[src/rtl/ppe_pkg.sv]
`default_nettype none
// ============================================================================
// ppe_pkg : shared opcodes, FSM state type and packet field helpers
// Rev 1.0
// ============================================================================
package ppe_pkg;

    localparam logic OP_WEIGHT = 1'b0;
    localparam logic OP_INPUT  = 1'b1;

    typedef enum logic [1:0] {
        ST_IDLE    = 2'd0,
        ST_COMPUTE = 2'd1,
        ST_SEND    = 2'd2,
        ST_REQ     = 2'd3
    } state_t;

    // Packets are zero-extended to 64 bits; callers cast the result to width.
    function automatic logic [63:0] pkt_data(input logic [63:0] pkt, input int data_w);
        return pkt & ((64'd1 << data_w) - 64'd1);
    endfunction

    function automatic logic pkt_opcode(input logic [63:0] pkt, input int data_w);
        return pkt[data_w];
    endfunction

    function automatic logic [63:0] pkt_addr(input logic [63:0] pkt, input int addr_w,
                                             input int data_w);
        return (pkt >> (data_w + 1)) & ((64'd1 << addr_w) - 64'd1);
    endfunction

endpackage
`default_nettype wire

[src/rtl/ppe_stream_if.sv]
`default_nettype none
// ============================================================================
// ppe_stream_if : router-side and SPE-side packet handshakes of the PE
// Rev 1.0
// ============================================================================
interface ppe_stream_if #(
    parameter int PKT_W = 30
);
    logic [PKT_W-1:0] in_pkt;
    logic             in_valid;
    logic             in_ready;
    logic [PKT_W-1:0] out_pkt;
    logic             out_valid;
    logic             out_ready;
    logic             err_no_weights;

    modport master (
        output in_pkt, in_valid, out_ready,
        input  in_ready, out_pkt, out_valid, err_no_weights
    );

    modport slave (
        input  in_pkt, in_valid, out_ready,
        output in_ready, out_pkt, out_valid, err_no_weights
    );
endinterface
`default_nettype wire

[src/rtl/ppe_wbank.sv]
`default_nettype none
// ============================================================================
// ppe_wbank : kernel-row weight register file, multi-slot write, tap read
// Rev 1.0
// ============================================================================
module ppe_wbank #(
    parameter int FILTER_SIZE = 5,
    parameter int WEIGHT_W    = 8,
    parameter int WPP         = 3,
    parameter int TAP_W       = 3
) (
    input  wire logic                      clk,
    input  wire logic                      rst_n,
    input  wire logic                      wr_en,
    input  wire logic [WPP*WEIGHT_W-1:0]   wr_data,
    input  wire logic [TAP_W-1:0]          rd_tap,
    output      logic [WEIGHT_W-1:0]       rd_weight,
    output      logic                      loaded
);
    localparam int PTR_W = $clog2(FILTER_SIZE + 1);

    logic [WEIGHT_W-1:0] weight     [FILTER_SIZE];
    logic [WEIGHT_W-1:0] weight_nxt [FILTER_SIZE];
    logic [PTR_W-1:0]    wptr;

    // Slots landing past the end of the row are simply never matched.
    always_comb begin
        weight_nxt = weight;
        for (int j = 0; j < FILTER_SIZE; j++) begin
            for (int k = 0; k < WPP; k++) begin
                if (int'(wptr) + k == j) begin
                    weight_nxt[j] = wr_data[k*WEIGHT_W +: WEIGHT_W];
                end
            end
        end
    end

    always_ff @(posedge clk or negedge rst_n) begin
        if (!rst_n) begin
            for (int j = 0; j < FILTER_SIZE; j++) begin
                weight[j] <= '0;
            end
            wptr   <= '0;
            loaded <= 1'b0;
        end else if (wr_en) begin
            weight <= weight_nxt;
            if (int'(wptr) + WPP >= FILTER_SIZE) begin
                wptr   <= '0;
                loaded <= 1'b1;
            end else begin
                wptr <= wptr + PTR_W'(WPP);
            end
        end
    end

    assign rd_weight = weight[rd_tap];

endmodule
`default_nettype wire

[src/rtl/ppe_stream.sv]
`default_nettype none
// ============================================================================
// ppe_stream : sliding-window partial-sum PE, round-robin SPE steering
// Rev 1.0
// ============================================================================
module ppe_stream
    import ppe_pkg::*;
#(
    parameter int FILTER_SIZE  = 5,
    parameter int IFMAP_SIZE   = 25,
    parameter int WEIGHT_W     = 8,
    parameter int SUM_W        = 13,
    parameter int ADDR_W       = 4,
    parameter int DATA_W       = 25,
    parameter int NUM_SPE      = 5,
    parameter int SPE_BASE     = 0,
    parameter int IFMAP_MEM_ID = 10
) (
    input  wire logic    clk,
    input  wire logic    rst_n,
    ppe_stream_if.slave  bus
);
    localparam int PKT_W   = ADDR_W + 1 + DATA_W;
    localparam int WPP     = DATA_W / WEIGHT_W;
    localparam int OUT_DIM = IFMAP_SIZE - FILTER_SIZE + 1;
    localparam int TAP_W   = $clog2(FILTER_SIZE > 1 ? FILTER_SIZE : 2);
    localparam int COL_W   = $clog2(OUT_DIM > 1 ? OUT_DIM : 2);
    localparam int IDX_W   = $clog2(IFMAP_SIZE > 1 ? IFMAP_SIZE : 2);
    localparam int SPE_W   = $clog2(NUM_SPE > 1 ? NUM_SPE : 2);

    state_t                 state;
    logic [IFMAP_SIZE-1:0]  row;
    logic [COL_W-1:0]       col;
    logic [TAP_W-1:0]       tap;
    logic [SUM_W-1:0]       acc;
    logic [SPE_W-1:0]       spe_ptr;
    logic [PKT_W-1:0]       out_pkt;
    logic                   out_valid;
    logic                   err_flag;

    logic [DATA_W-1:0]      in_data;
    logic                   in_op;
    logic                   wr_en;
    logic                   loaded;
    logic [WEIGHT_W-1:0]    tap_weight;
    logic [IDX_W-1:0]       win_idx;
    logic [SUM_W-1:0]       acc_next;
    logic [ADDR_W-1:0]      spe_addr;

    assign in_data = DATA_W'(pkt_data(64'(bus.in_pkt), DATA_W));
    assign in_op   = pkt_opcode(64'(bus.in_pkt), DATA_W);
    assign wr_en   = (state == ST_IDLE) && bus.in_valid && (in_op == OP_WEIGHT);

    ppe_wbank #(
        .FILTER_SIZE (FILTER_SIZE),
        .WEIGHT_W    (WEIGHT_W),
        .WPP         (WPP),
        .TAP_W       (TAP_W)
    ) u_wbank (
        .clk       (clk),
        .rst_n     (rst_n),
        .wr_en     (wr_en),
        .wr_data   (in_data[WPP*WEIGHT_W-1:0]),
        .rd_tap    (tap),
        .rd_weight (tap_weight),
        .loaded    (loaded)
    );

    assign win_idx  = IDX_W'(col) + IDX_W'(tap);
    assign acc_next = acc + (row[win_idx]
                      ? {{(SUM_W-WEIGHT_W){tap_weight[WEIGHT_W-1]}}, tap_weight}
                      : {SUM_W{1'b0}});
    assign spe_addr = ADDR_W'(SPE_BASE) + ADDR_W'(spe_ptr);

    always_ff @(posedge clk or negedge rst_n) begin
        if (!rst_n) begin
            state     <= ST_IDLE;
            row       <= '0;
            col       <= '0;
            tap       <= '0;
            acc       <= '0;
            spe_ptr   <= '0;
            out_pkt   <= '0;
            out_valid <= 1'b0;
            err_flag  <= 1'b0;
        end else begin
            case (state)
                ST_IDLE: begin
                    if (bus.in_valid && in_op == OP_INPUT) begin
                        if (!loaded) begin
                            err_flag <= 1'b1;
                        end else begin
                            row   <= in_data[IFMAP_SIZE-1:0];
                            col   <= '0;
                            tap   <= '0;
                            acc   <= '0;
                            state <= ST_COMPUTE;
                        end
                    end
                end
                ST_COMPUTE: begin
                    acc <= acc_next;
                    // Last tap folds straight into the outgoing packet.
                    if (tap == TAP_W'(FILTER_SIZE - 1)) begin
                        out_pkt   <= {spe_addr, OP_WEIGHT,
                                      {(DATA_W-SUM_W){acc_next[SUM_W-1]}}, acc_next};
                        out_valid <= 1'b1;
                        state     <= ST_SEND;
                    end else begin
                        tap <= tap + 1'b1;
                    end
                end
                ST_SEND: begin
                    if (bus.out_ready) begin
                        spe_ptr <= (spe_ptr == SPE_W'(NUM_SPE - 1)) ? '0 : spe_ptr + 1'b1;
                        if (col == COL_W'(OUT_DIM - 1)) begin
                            out_pkt <= {ADDR_W'(IFMAP_MEM_ID), 1'b0, {DATA_W{1'b0}}};
                            state   <= ST_REQ;
                        end else begin
                            col       <= col + 1'b1;
                            tap       <= '0;
                            acc       <= '0;
                            out_valid <= 1'b0;
                            state     <= ST_COMPUTE;
                        end
                    end
                end
                ST_REQ: begin
                    if (bus.out_ready) begin
                        out_valid <= 1'b0;
                        state     <= ST_IDLE;
                    end
                end
                default: state <= ST_IDLE;
            endcase
        end
    end

    assign bus.in_ready       = (state == ST_IDLE);
    assign bus.out_pkt        = out_pkt;
    assign bus.out_valid      = out_valid;
    assign bus.err_no_weights = err_flag;

endmodule
`default_nettype wire

[src/flat_wrapper.sv]
// flat-port wrapper written by rule: the top's interface ports become plain ports
module ppe_stream_flat import ppe_pkg::*;
#(
    parameter int FILTER_SIZE  = 5,
    parameter int IFMAP_SIZE   = 25,
    parameter int WEIGHT_W     = 8,
    parameter int SUM_W        = 13,
    parameter int ADDR_W       = 4,
    parameter int DATA_W       = 25,
    parameter int NUM_SPE      = 5,
    parameter int SPE_BASE     = 0,
    parameter int IFMAP_MEM_ID = 10
)
  (clk, rst_n, bus_in_pkt, bus_in_valid, bus_out_ready, bus_in_ready, bus_out_pkt, bus_out_valid, bus_err_no_weights);
  ppe_stream_if #(.PKT_W(30)) bus_i ();
  input  wire logic clk;
  input  wire logic rst_n;
  input wire logic [$bits(bus_i.in_pkt)-1:0] bus_in_pkt;
  input wire logic [$bits(bus_i.in_valid)-1:0] bus_in_valid;
  input wire logic [$bits(bus_i.out_ready)-1:0] bus_out_ready;
  output wire logic [$bits(bus_i.in_ready)-1:0] bus_in_ready;
  output wire logic [$bits(bus_i.out_pkt)-1:0] bus_out_pkt;
  output wire logic [$bits(bus_i.out_valid)-1:0] bus_out_valid;
  output wire logic [$bits(bus_i.err_no_weights)-1:0] bus_err_no_weights;
  assign bus_i.in_pkt = bus_in_pkt;
  assign bus_i.in_valid = bus_in_valid;
  assign bus_i.out_ready = bus_out_ready;
  assign bus_in_ready = bus_i.in_ready;
  assign bus_out_pkt = bus_i.out_pkt;
  assign bus_out_valid = bus_i.out_valid;
  assign bus_err_no_weights = bus_i.err_no_weights;
  ppe_stream #(.FILTER_SIZE(FILTER_SIZE), .IFMAP_SIZE(IFMAP_SIZE), .WEIGHT_W(WEIGHT_W), .SUM_W(SUM_W), .ADDR_W(ADDR_W), .DATA_W(DATA_W), .NUM_SPE(NUM_SPE), .SPE_BASE(SPE_BASE), .IFMAP_MEM_ID(IFMAP_MEM_ID)) u_core (.clk(clk), .rst_n(rst_n), .bus(bus_i));
endmodule
[config.mk]
export PLATFORM = sky130hd
export DESIGN_NAME = ppe_stream_flat
export DESIGN_NICKNAME = d
export VERILOG_FILES = /design/src/rtl/ppe_pkg.sv /design/src/rtl/ppe_stream_if.sv /design/src/rtl/ppe_wbank.sv /design/src/rtl/ppe_stream.sv /design/src/flat_wrapper.sv
export SDC_FILE = /design/constraint.sdc
export NUM_CORES = 1
export LEC_CHECK = 0
export CAP_MARGIN = 10
export CELL_PAD_IN_SITES_DETAIL_PLACEMENT = 0
export CELL_PAD_IN_SITES_GLOBAL_PLACEMENT = 1
export CORE_MARGIN = 4
export CORE_UTILIZATION = 49
export CTS_CLUSTER_SIZE = 14
export DETAILED_ROUTE_END_ITERATION = 8
export PLACE_DENSITY = 0.86
export SYNTH_ARGS = -nofsm -noshare
export SYNTH_HDL_FRONTEND = slang
export SYNTH_SLANG_ARGS = --single-unit
[constraint.sdc]
create_clock -name clk -period 6.95 [get_ports clk]
set_input_delay 1.0425 -clock clk [delete_from_list [all_inputs] [get_ports clk]]
set_output_delay 1.0425 -clock clk [all_outputs]
set_load 0.01 [all_outputs]
======== Word level (Yosys, flattened, before mapping) ========
Index checks and enable logic that the tools add are counted.
Widths: inputs -> output; s select.
storage, ports and cells
  output and inout bits ................... 33
  word-level logic and storage cells ...... 143
  flip-flop bits (word level) ............. 127
operators by class
  add/subtract/negate cells ............... 9
  eq/ne operators ......................... 26
  bitwise gates (word level) .............. 3
  multiplexer cells ....................... 55
  $lt $le $gt $ge ......................... 3
  reductions and logical operators ........ 31
operators with widths
  cell                 count
  $mux 8               17
  $eq 32x3->1 const B  4
  $logic_not 32->1     3
  $mux 30              3
  $mux 13              5
  $eq 32x2->1 const B  2
  $pmux 30 s2          1
  $pmux 13 s3          1
  $bmux 8 s3           1
  $mux 3               7
  $reduce_bool 3->1    7
  $mux 5               4
  $reduce_and 5->1     4
  $eq 3x3->1 const B   5
  $reduce_and 2->1     7
  $add 13x13->13       1
  $mux 2               6
  $pmux 5 s2           1
  $pmux 3 s3           1
  $add 3x2->4 const B  2
  $eq 4x3->1 const B   2
  $ne 2x1->1 const B   4
  $ne 2x2->1 const B   4
  $pmux 2 s4           1
  23 further kinds     34

======== Longest topological paths before layout ========
Gate-level depths: netlist of the first run.
  word-level depth ........................ 8
  gate-level depth with buffers ........... 21
  mapped depth without buffers ............ 19

======== Modules after synthesis ========
A second synthesis of the first run with hierarchy kept.
unflattened totals
  cells, all modules ...................... 722
  area, all modules ....................... 7178.1 um^2
by module, submodules not included
  module      area each (um^2)  sequential area each (um^2)  times used  cells each
  ppe_stream  3910.0            1751.7                       1           351
  ppe_wbank   3268.1            1101.1                       1           371

======== Least setup slack after synthesis of the first run ========
OpenSTA, ideal clock, no wires.
  path type ............................... register to register
  from .................................... register u_core.tap[0]
  to ...................................... register u_core.out_pkt[24], in the netlist u_core.bus.out_pkt[24]
  arrival ................................. 4682 ps
  stages on the path, launching flop included .. 22
  library setup time ...................... 70 ps
  path slack .............................. 2198 ps
  cell sequence ........................... dfrtp_1 -> ha_1 -> fa_1 -> clkbuf_1 -> mux4_1 -> mux2_2 -> and3_1 -> or3_1 -> buf_6 -> nand2_1 -> nor2_1 -> ha_1 -> inv_1 -> fa_1 -> nor2b_1 -> o21a_1 -> o21ai_0 -> a21oi_1 -> o2111ai_1 -> a211oi_1 -> or4_1 -> nand3_1
between the ends
  longest elaborated chain between the ends .. 8
ends and longest elaborated chain
  item                                                                    line               RTL
  start, declared                                                         ppe_stream.sv:34   logic [TAP_W-1:0] tap;
  start signal, assigned                                                  ppe_stream.sv:110  tap <= tap + 1'b1;
  parallel branches: the longest is 8 deep, another holds $add 13x13->13  -
  end signal, assigned                                                    ppe_stream.sv:105  out_pkt <= {spe_addr, OP_WEIGHT,
  end signal, assigned                                                    ppe_stream.sv:117  out_pkt <= {ADDR_W'(IFMAP_MEM_ID), 1'b0, {DATA_W{1'b0}}};
  end, declared                                                           ppe_stream.sv:37   logic [PKT_W-1:0] out_pkt;
Parallel ways; which one is timed is not known. The select of a mux whose other input is x is not followed.
A chain may end at the register's enable or synchronous reset.

======== Worst setup path in the final report of the first run ========
  from .................................... register u_core.tap[1]
  to ...................................... register u_core.out_pkt[24], in the netlist u_core.bus.out_pkt[24]
Same word-level chain as after synthesis.

==> reports/qor.yml, run 1 <==
clocking:
  cts_hold_buf: 0
  clk_pin_slew_worst_paths_ps: 50
  post_cts_resized: 0
  ctsLongestPathBuffers: 2
  cts_made_buffers: 17
  tritoncts: "yes"
  root_buffer: "clkbuf_16"
  insertion_delay_ps: 420
  cts_max_level: 4
  post_cts_buffers: 0
  cts_sinks: 114
die:
  rows: 43
  ioPinCount: 67
  die_w_um: 126
  die_area_mm2: 0.0160
  dieHeight_um: 126
  initial_core_util_pct: 49.8
  core_area_mm2: 0.0138
drt:
  dr.pass1.iters: 5
  routed_wirelength_um: 17200
  num_vias: 5229
  drc: 0
  drtIter0Drc: 356
  viasPerCell: 5.77
  ant_nets: 0
  routedWlPerCell_um: 19.0
sta:
  finalMaxSlewViolations: 0
  tightest_slew_ps: 1100
  skew_ps: 7.26
  clock.fmax_mhz: 182
  period_needed_ps: 5480
  slew_headroom_pct: 27.0
  setup_violations: 0
  rsz0062_at_grt: "no"
  final_hold_viol_count: 0
  tns_ps: 0
  finalCritPeriodShare_pct: 78.9
synth:
  synthArstFlopShare_pct: 100
  synth_most_common_cell: "dfrtp_1"
  synth.top_cells.by_area: "dfrtp_1, mux2_2, mux2i_1"
  synth-seq-area-share_pct: 41.5
  synth.cell_area_mm2: 0.00688
  synth_seq_cells: 114
  syn-num-nets: 736
  synth_top_area_share_pct: 41.5
  synth_edf_count: 0
  synth.avg_cell_area_um2: 10.3
  synth_commonest_cells: "dfrtp_1, nand2_1, mux2_2"
  yosys.area.top_type: "dfrtp_1"
  synth_cell_types: 57
  yosys_warnings: 0
  synthFlopType: "dfrtp_1"
  netlist_instances: 671
power_and_ir_drop:
  p_per_area_mw_per_mm2: 505
  p_clk_share_pct: 22.3
  ir_worst_vdd_mv: 0.270
  p_comb_share_pct: 48.9
  swShare_pct: 38.1
  leakage_uw: 0.00374
  seqPwrFrac_pct: 28.8
  p_int_uw: 2550
  p_sw_uw: 1570
final_layout:
  num-fill-cells: 1121
  nNetsFinal: 778
  area_delta_synth_final_pct: 18.5
  diodes: 0
  fin_util_pct: 59.0
  drive_gt1_share_pct: 14.9
global_route:
  grt_overflow: 0
  grt_pass1_vias: 5260
  grt.total_usage_pct: 22.2
  antenna_found_initial: 0
  grt_max_degree: 73
  grt_pass1_wl_um: 27900
setup_path:
  crit_path_start_kind: "flip-flop"
  critPathKind: "reg -> reg"
  crit_chain: "fa_1 -> mux4_1 -> mux2_2 -> and3_1 -> or3_1 -> nand2_1 -> nor2_1 -> ha_1 -> inv_1 -> fa_1 -> nor2b_1 -> o21a_1 -> o21ai_0 -> a21oi_1 -> o2111ai_1 -> a211oi_1 -> or4_1 -> nand3_1"
  crit_path_end_kind: "flip-flop"
  critPathRequiredTime_ps: 7300
  cp.arrival_ps: 5830
  cp_slowest_cell: "fa_1"
  critPathMaxFanout: 15
  max_stage_delay_ps: 870
  cpMostUsedCell: "fa_1"
run:
  maxCapViolCount: 0
outcome:
  status: "finished clean"
hold_path:
  hold_class: "reg -> reg"
place:
  port_buffers: 61
  gp_congestion: 0.877
  dpl.hpwl_um: 12100
## final timing paths
check	start	end	slack (ps)	depth (start not counted)
min in group asynchronous	rst_n	u_core.bus.out_pkt[27]	600	1
max in group asynchronous	rst_n	u_core.u_wbank.weight[7]	4980	2
setup / recovery	u_core.tap[1]	u_core.bus.out_pkt[24]	1470	18
hold reg to reg	u_core.bus.out_pkt[0]	u_core.bus.out_pkt[0]	460	2
setup reg to reg	u_core.tap[1]	u_core.bus.out_pkt[24]	1470	18
hold / removal	u_core.bus.out_pkt[0]	u_core.bus.out_pkt[0]	460	2
## cells in the final DEF, fill, tap and decap left out, types with 3 or more instances in the layout
master,count
a21oi_1,36
a21o_1,5
a22oi_1,6
o31ai_1,7
ha_1,29
mux4_1,6
o21a_1,7
mux4_2,7
a22o_1,18
nor2_1,37
mux2i_1,44
nor2b_1,3
and2_1,6
xnor2_1,12
clkbuf_16,17
nor3_1,7
o21ai_0,59
clkbuf_8,5
dfrtp_1,114
nand2_1,84
inv_1,19
buf_4,5
xor2_1,4
nand4_1,4
nand2b_1,3
nand3_1,11
mux2_2,60
bufinv_16,3
clkdlybuf4s50_1,60
## stage by stage
stage	setup WS, ps	cell area [µm²]	std cells	power, µW	hold WS [ps]
2_1_floorplan	2200	6880	671	2650	440
6_report	1470	8150	906	4110	463
5_1_grt	1000	8150	906	4410	496
3_5_place_dp	1540	7530	874	3190	457
3_3_place_gp	1580	7530	874	3100	450
4_1_cts	1490	8150	906	4120	468
## state kept, by name, summed over array words and instances, names as in the netlist
| signal | count |
|---|---|
| u_core.u_wbank.weight | 40 |
| u_core.row | 25 |
| u_core.bus.out_pkt | 17 |
| u_core.acc | 13 |
| u_core.col | 5 |
| u_core.spe_ptr | 3 |
| u_core.tap | 3 |
| u_core.u_wbank.wptr | 3 |
| u_core.state | 2 |
| u_core.bus.err_no_weights | 1 |
| u_core.bus.out_valid | 1 |
| u_core.u_wbank.loaded | 1 |
## per-layer routing
layer	up-vias	global-route usage, %	routed length (µm)
met5	-	0	0
met4	0	6.62	325
met3	26	5.35	607
met2	135	36.9	8450
met1	2573	28.9	7850
li1	2495	-	-
## kinds of logic after synthesis
logic type | share of synthesized area, %
buffers and inverters | 4.37
XOR/XNOR | 2.04
AND/OR/NAND/NOR | 10.8
AO/OA/AOI/OAI | 14.6
multiplexers | 20.8
other | 0.0545
flip-flops | 41.5
adder cells (fa/ha/maj) | 5.86
## power by group through the flow
| stage | Clock [µW] | Sequential (µW) | Combinational [µW] |
|---|---|---|---|
| after global placement | 0 | 1160 | 1930 |
| after global routing | 965 | 1220 | 2220 |
| after CTS | 926 | 1180 | 2010 |
| after floorplan | 0 | 1120 | 1520 |
| final | 919 | 1180 | 2010 |
| after detailed placement | 0 | 1190 | 2000 |
## final cells by class
class	count	area, µm²	share of cell area, %
Tap cell	180	225	2.76
Multi-Input combinational cell	494	3730	45.8
Sequential cell	114	2850	35.0
Inverter	21	78.8	0.967
Timing Repair Buffer	65	638	7.83
Clock inverter	8	124	1.52
Clock buffer	24	502	6.16
## critical path: cells and delay by family, from the launching register on
| family | cells | cell delay [ps] |
|---|---|---|
| compound gates | 5 | 1120 |
| fa+ha+maj | 3 | 1270 |
| buf+inv | 1 | 70 |
| flops | 1 | 660 |
| mux | 2 | 650 |
| simple gates | 7 | 1650 |
No activity file was read; power rests on OpenSTA's default activity.
==> run 2, diff against run 1 <==
--- a/config.mk
+++ b/config.mk
@@ -9,10 +9,10 @@
 export CELL_PAD_IN_SITES_DETAIL_PLACEMENT = 0
 export CELL_PAD_IN_SITES_GLOBAL_PLACEMENT = 1
 export CORE_MARGIN = 4
-export CORE_UTILIZATION = 49
+export CORE_UTILIZATION = 41
 export CTS_CLUSTER_SIZE = 14
 export DETAILED_ROUTE_END_ITERATION = 8
-export PLACE_DENSITY = 0.86
+export PLACE_DENSITY = 0.77
 export SYNTH_ARGS = -nofsm -noshare
 export SYNTH_HDL_FRONTEND = slang
 export SYNTH_SLANG_ARGS = --single-unit
==> constraint.sdc (replaced) <==
create_clock -name clk -period 4.9 [get_ports clk]
set_input_delay 0.735 -clock clk [delete_from_list [all_inputs] [get_ports clk]]
set_output_delay 0.735 -clock clk [all_outputs]
set_load 0.01 [all_outputs]
==> reports/qor.yml, run 2 (synthesis gave the netlist of run 1 again) <==
global_route:
  grt_overflow: 0
  antenna_found_initial: 0
  grt.total_usage_pct: 19.9
  grt_pass1_vias: 5409
  met3_usage_pct: 4.78
  use_met1_pct: 25.4
  grt_max_degree: 62
  grt-busiest-layer: "met2"
  grtUsageMet2_pct: 33.4
  grt_pass1_wl_um: 28800
drt:
  num_vias: 5244
  routedWlPerCell_um: 18.6
  routed_wirelength_um: 17800
  viasPerCell: 5.47
  ant_nets: 0
  drc: 0
  drtIter0Drc: 374
  dr.pass1.iters: 4
clocking:
  ctsLongestPathBuffers: 2
  cts_made_buffers: 17
  insertion_delay_ps: 410
  clk_pin_slew_worst_paths_ps: 60
  root_buffer: "clkbuf_16"
  cts_hold_buf: 0
  cts_sinks: 114
  tritoncts: "yes"
  cts_max_level: 4
sta:
  final_hold_viol_count: 0
  tightest_slew_ps: 1160
  finalWorstSetupSlack_ps: 240
  period_needed_ps: 4660
  finalMaxSlewViolations: 0
  hold_ws_ps: 163
  clock.fmax_mhz: 215
  rsz0062_at_grt: "no"
  setup_violations: 0
  tns_ps: 0
  skew_ps: 7.39
  finalCritPeriodShare_pct: 95.1
  slew_headroom_pct: 22.5
setup_path:
  critPathMaxFanout: 6
  crit_path_start_kind: "flip-flop"
  critPathRequiredTime_ps: 5240
  crit_path_end_kind: "flip-flop"
  cp.arrival_ps: 5000
  critPathKind: "reg -> reg"
final_layout:
  largest_register: "u_core.u_wbank.weight"
  biggestRegsByFlops: "u_core.u_wbank.weight: 40 flops, u_core.row: 25 flops, u_core.bus.out_pkt: 17 flops"
  diodes: 0
  layout_commonest_cell: "dfrtp_1"
  drive_gt1_share_pct: 17.9
  final_cells: 958
  final_cell_mix: "dfrtp_1, nand2_1, mux2_2, clkdlybuf4s50_1, o21ai_0"
  largest_reg_flops: 40
  nNetsFinal: 791
  area_delta_synth_final_pct: 20.1
place:
  port_buffers: 61
  dpl.hpwl_um: 12900
  gp_congestion: 0.899
  place_ws_ps: 19.6
  post-place-cells: 926
power_and_ir_drop:
  p_per_area_mw_per_mm2: 701
  ir_worst_vdd_mv: 0.311
  leakage_uw: 0.00376
die:
  ioPinCount: 67
  dieHeight_um: 138
  die_area_mm2: 0.0189
  core_area_mm2: 0.0165
  initial_core_util_pct: 41.6
  rows: 47
  die_w_um: 138
hold_path:
  hold_class: "in -> async"
outcome:
  status: "finished clean"
run:
  maxCapViolCount: 0
## run 2: changes by cell type in the layout (fill, tap and decap cells not counted), sizes merged
cell and change:
buf +13, clkinv +6, clkinvlp +1, inv +1
bufinv -2, clkbuf -7
## run 2: where the power goes
group	switching, µW	internal [µW]
registers	280	1360
logic	1540	1460
clock network	453	690
total	2280	3510
## run 2: layout make-up
| class | instances | area [µm²] |
|---|---|---|
| Multi-Input combinational cell | 494 | 3770 |
| Inverter | 21 | 78.8 |
| Tap cell | 220 | 275 |
| Clock inverter | 14 | 118 |
| Sequential cell | 114 | 2850 |
| Timing Repair Buffer | 78 | 736 |
| Clock buffer | 17 | 425 |
| Fill cell | 1481 | 8270 |
## run 2: final timing paths
kind | startpoint | to | slack, ps | cells past startpoint
max in group asynchronous | rst_n | u_core.u_wbank.weight[18] | 3700 | 2
min reg2reg | u_core.u_wbank.loaded | u_core.u_wbank.loaded | 470 | 2
min in group clk | u_core.u_wbank.loaded | u_core.u_wbank.loaded | 470 | 2
max reg2reg | u_core.tap[0] | u_core.bus.out_pkt[24] | 240 | 17
max | u_core.tap[0] | u_core.bus.out_pkt[24] | 240 | 17
min | rst_n | u_core.bus.out_valid | 160 | 1
## run 2: layer usage
layer | up-vias | routed length [µm]
met5 | - | 0
met4 | 0 | 310
met3 | 23 | 890
met2 | 120 | 8870
met1 | 2582 | 7770
li1 | 2519 | -
## run 2: repair_timing
action                                  CTS  global route
hold endpoints to repair                  0             0
endpoints found under the setup margin    1            10
pin swaps                                 0             1
buffers inserted                          0             1
gates resized for setup                   1            10
## run 2: worst max-delay path, cell delays in order (launching register included)
cell and delay [ps]:
dfrtp_1 390, ha_1 230, fa_2 580, mux4_1 290, mux2_2 270, and3_1 180
or3_1 400, nand2_2 140, nor2_1 70, ha_1 340, nor2b_1 170, o21a_1 160
o21ai_1 90, a211o_1 320, o41a_1 150, and4_4 210, or4_1 520, nand3_1 90
## run 2: metrics by stage
| step | area, µm² | power, µW | util (%) |
|---|---|---|---|
| global route | 8260 | 6230 | 50.0 |
| detailed placement | 7670 | 4610 | 46.4 |
| global placement | 7670 | 4490 | 46.4 |
| floorplan | 6880 | 3750 | - |
| CTS | 8220 | 5780 | 49.7 |
| finish | 8260 | 5790 | 50.0 |
==> run 3, diff against run 2 <==
--- a/config.mk
+++ b/config.mk
@@ -12,7 +12,9 @@
 export CORE_UTILIZATION = 41
 export CTS_CLUSTER_SIZE = 14
 export DETAILED_ROUTE_END_ITERATION = 8
+export HOLD_SLACK_MARGIN = 0.12
 export PLACE_DENSITY = 0.77
+export SETUP_SLACK_MARGIN = 0.1
 export SYNTH_ARGS = -nofsm -noshare
 export SYNTH_HDL_FRONTEND = slang
 export SYNTH_SLANG_ARGS = --single-unit
==> reports/qor.yml, run 3 (synthesis gave the netlist of run 1 again) <==
setup_path:
  path_buf_inv: 0
  crit_path_start_kind: "flip-flop"
  cp_slowest_cell: "fa_2"
  cp.arrival_ps: 5030
  critPathTopFamily: "simple AND/OR/NAND/NOR gates"
  critPathMaxFanout: 6
  critPathKind: "reg -> reg"
  cpMostUsedCell: "ha_1"
  crit_path_end_kind: "flip-flop"
  critPathRequiredTime_ps: 5250
  crit_chain: "ha_1 -> fa_2 -> mux4_1 -> mux2_2 -> and3_1 -> or3_1 -> nand2_2 -> nor2_1 -> ha_1 -> nor2b_1 -> o21a_1 -> o21ai_2 -> a211o_1 -> o41a_1 -> and4_4 -> or4_1 -> nand3_1"
  max_stage_delay_ps: 570
sta:
  finalCritPeriodShare_pct: 95.5
  rsz0062_at_grt: "yes"
  clock.fmax_mhz: 214
  tns_ps: 0
  slew_headroom_pct: 21.6
  setup_violations: 0
  final_hold_viol_count: 0
  skew_ps: 8.36
  tightest_slew_ps: 1180
  period_needed_ps: 4680
  finalMaxSlewViolations: 0
power_and_ir_drop:
  p_per_area_mw_per_mm2: 702
  leakage_uw: 0.00376
  ir_worst_vdd_mv: 0.308
clocking:
  cts_sinks: 114
  clk_pin_slew_worst_paths_ps: 60
  root_buffer: "clkbuf_16"
  cts_max_level: 4
  cts_made_buffers: 17
  ctsLongestPathBuffers: 2
  cts_hold_buf: 0
  tritoncts: "yes"
  insertion_delay_ps: 420
final_layout:
  largest_reg_flops: 40
  nNetsFinal: 792
  drive_gt1_share_pct: 18.4
  largest_register: "u_core.u_wbank.weight"
  multi_input_area_mm2: 0.00380
  area_delta_synth_final_pct: 20.6
  seq_area_mm2: 0.00285
  final_cell_mix: "dfrtp_1, nand2_1, mux2_2, clkdlybuf4s50_1, o21ai_0"
  biggestRegsByFlops: "u_core.u_wbank.weight: 40 flops, u_core.row: 25 flops, u_core.bus.out_pkt: 17 flops"
  diodes: 0
  num-fill-cells: 1478
  layout_commonest_cell: "dfrtp_1"
  stdcell_area_mm2: 0.00830
place:
  gp_congestion: 0.899
  dpl-instance-area_mm2: 0.00767
  dpl.hpwl_um: 12900
  port_buffers: 61
global_route:
  grt_max_degree: 62
  grt.total_usage_pct: 19.9
  antenna_found_initial: 0
  grt_pass1_wl_um: 28700
  grt_pass1_vias: 5409
  grt_overflow: 0
drt:
  drc: 0
  routedWlPerCell_um: 18.7
  routed_wirelength_um: 18000
  viasPerCell: 5.56
  num_vias: 5336
  dr.pass1.iters: 5
  drtIter0Drc: 328
  ant_nets: 0
die:
  ioPinCount: 67
  initial_core_util_pct: 41.6
  die_area_mm2: 0.0189
  die_w_um: 138
  core_area_mm2: 0.0165
  dieHeight_um: 138
  rows: 47
run:
  maxCapViolCount: 0
hold_path:
  hold_class: "in -> async"
outcome:
  status: "finished clean"
==> run 3: worst register-to-register path, cell delays in order (launching register included) <==
cell and delay, ps:
dfrtp_1 390, ha_1 230, fa_2 580, mux4_1 290
mux2_2 270, and3_1 180, or3_1 400, nand2_2 140
nor2_1 70, ha_1 340, nor2b_1 180, o21a_1 180
o21ai_2 80, a211o_1 330, o41a_1 140, and4_4 210
or4_1 520, nand3_1 90
==> run 3: worst paths after layout <==
check / from / endpoint / slack [ps] / depth (start not counted)
setup / recovery: u_core.tap[0] / u_core.bus.out_pkt[24] / 220 / 17
hold / removal: rst_n / u_core.state[1] / 160 / 1
setup reg to reg: u_core.tap[0] / u_core.bus.out_pkt[24] / 220 / 17
hold reg to reg: u_core.u_wbank.loaded / u_core.u_wbank.loaded / 470 / 2
max in group asynchronous: rst_n / u_core.u_wbank.weight[11] / 3710 / 2
min in group clk: u_core.u_wbank.loaded / u_core.u_wbank.loaded / 470 / 2
==> run 3: layout make-up <==
cell class                      instances  share of cell area, %
Clock buffer                           17                   5.13
Clock inverter                         14                   1.42
Inverter                               21                  0.950
Multi-Input combinational cell        494                   45.8
Sequential cell                       114                   34.4
Tap cell                              220                   3.32
Timing Repair Buffer                   79                   8.96
==> run 3: what timing repair did <==
item                                   4_1_cts  5_1_grt
resized for setup                            2       15
setup buffers                                0        2
setup endpoints to repair                    3       10
pin swaps                                    0        5
endpoints found under the hold margin        0        0
==> run 3: per-stage QoR <==
| stage | hold WS (ps) | util, % | power (µW) | worst slack [ps] | cells |
|---|---|---|---|---|---|
| 6_report | 158 | 50.2 | 5820 | 220 | 959 |
| 5_1_grt | 154 | 50.2 | 6250 | 82.6 | 959 |
| 4_1_cts | 150 | 49.7 | 5780 | 89.4 | 957 |
| 3_5_place_dp | 459 | 46.4 | 4610 | 19.6 | 926 |
| 3_3_place_gp | 453 | 46.4 | 4490 | 95.1 | 926 |
| 2_1_floorplan | 439 | - | 3750 | 148 | 671 |
==> run 3: routing by layer <==
| layer | vias up | wire [µm] | global-route usage, % |
|---|---|---|---|
| li1 | 2524 | - | - |
| met1 | 2629 | 7820 | 25.4 |
| met2 | 159 | 8920 | 33.4 |
| met3 | 24 | 932 | 4.78 |
| met4 | 0 | 289 | 5.82 |
| met5 | - | 0 | 0 |
==> run 3: report_power, final <==
| group | switching (µW) | internal, µW | leakage [µW] |
|---|---|---|---|
| combinational | 1570 | 1460 | 0.00207 |
| clock | 453 | 689 | 0.000264 |
| sequential | 281 | 1360 | 0.00143 |
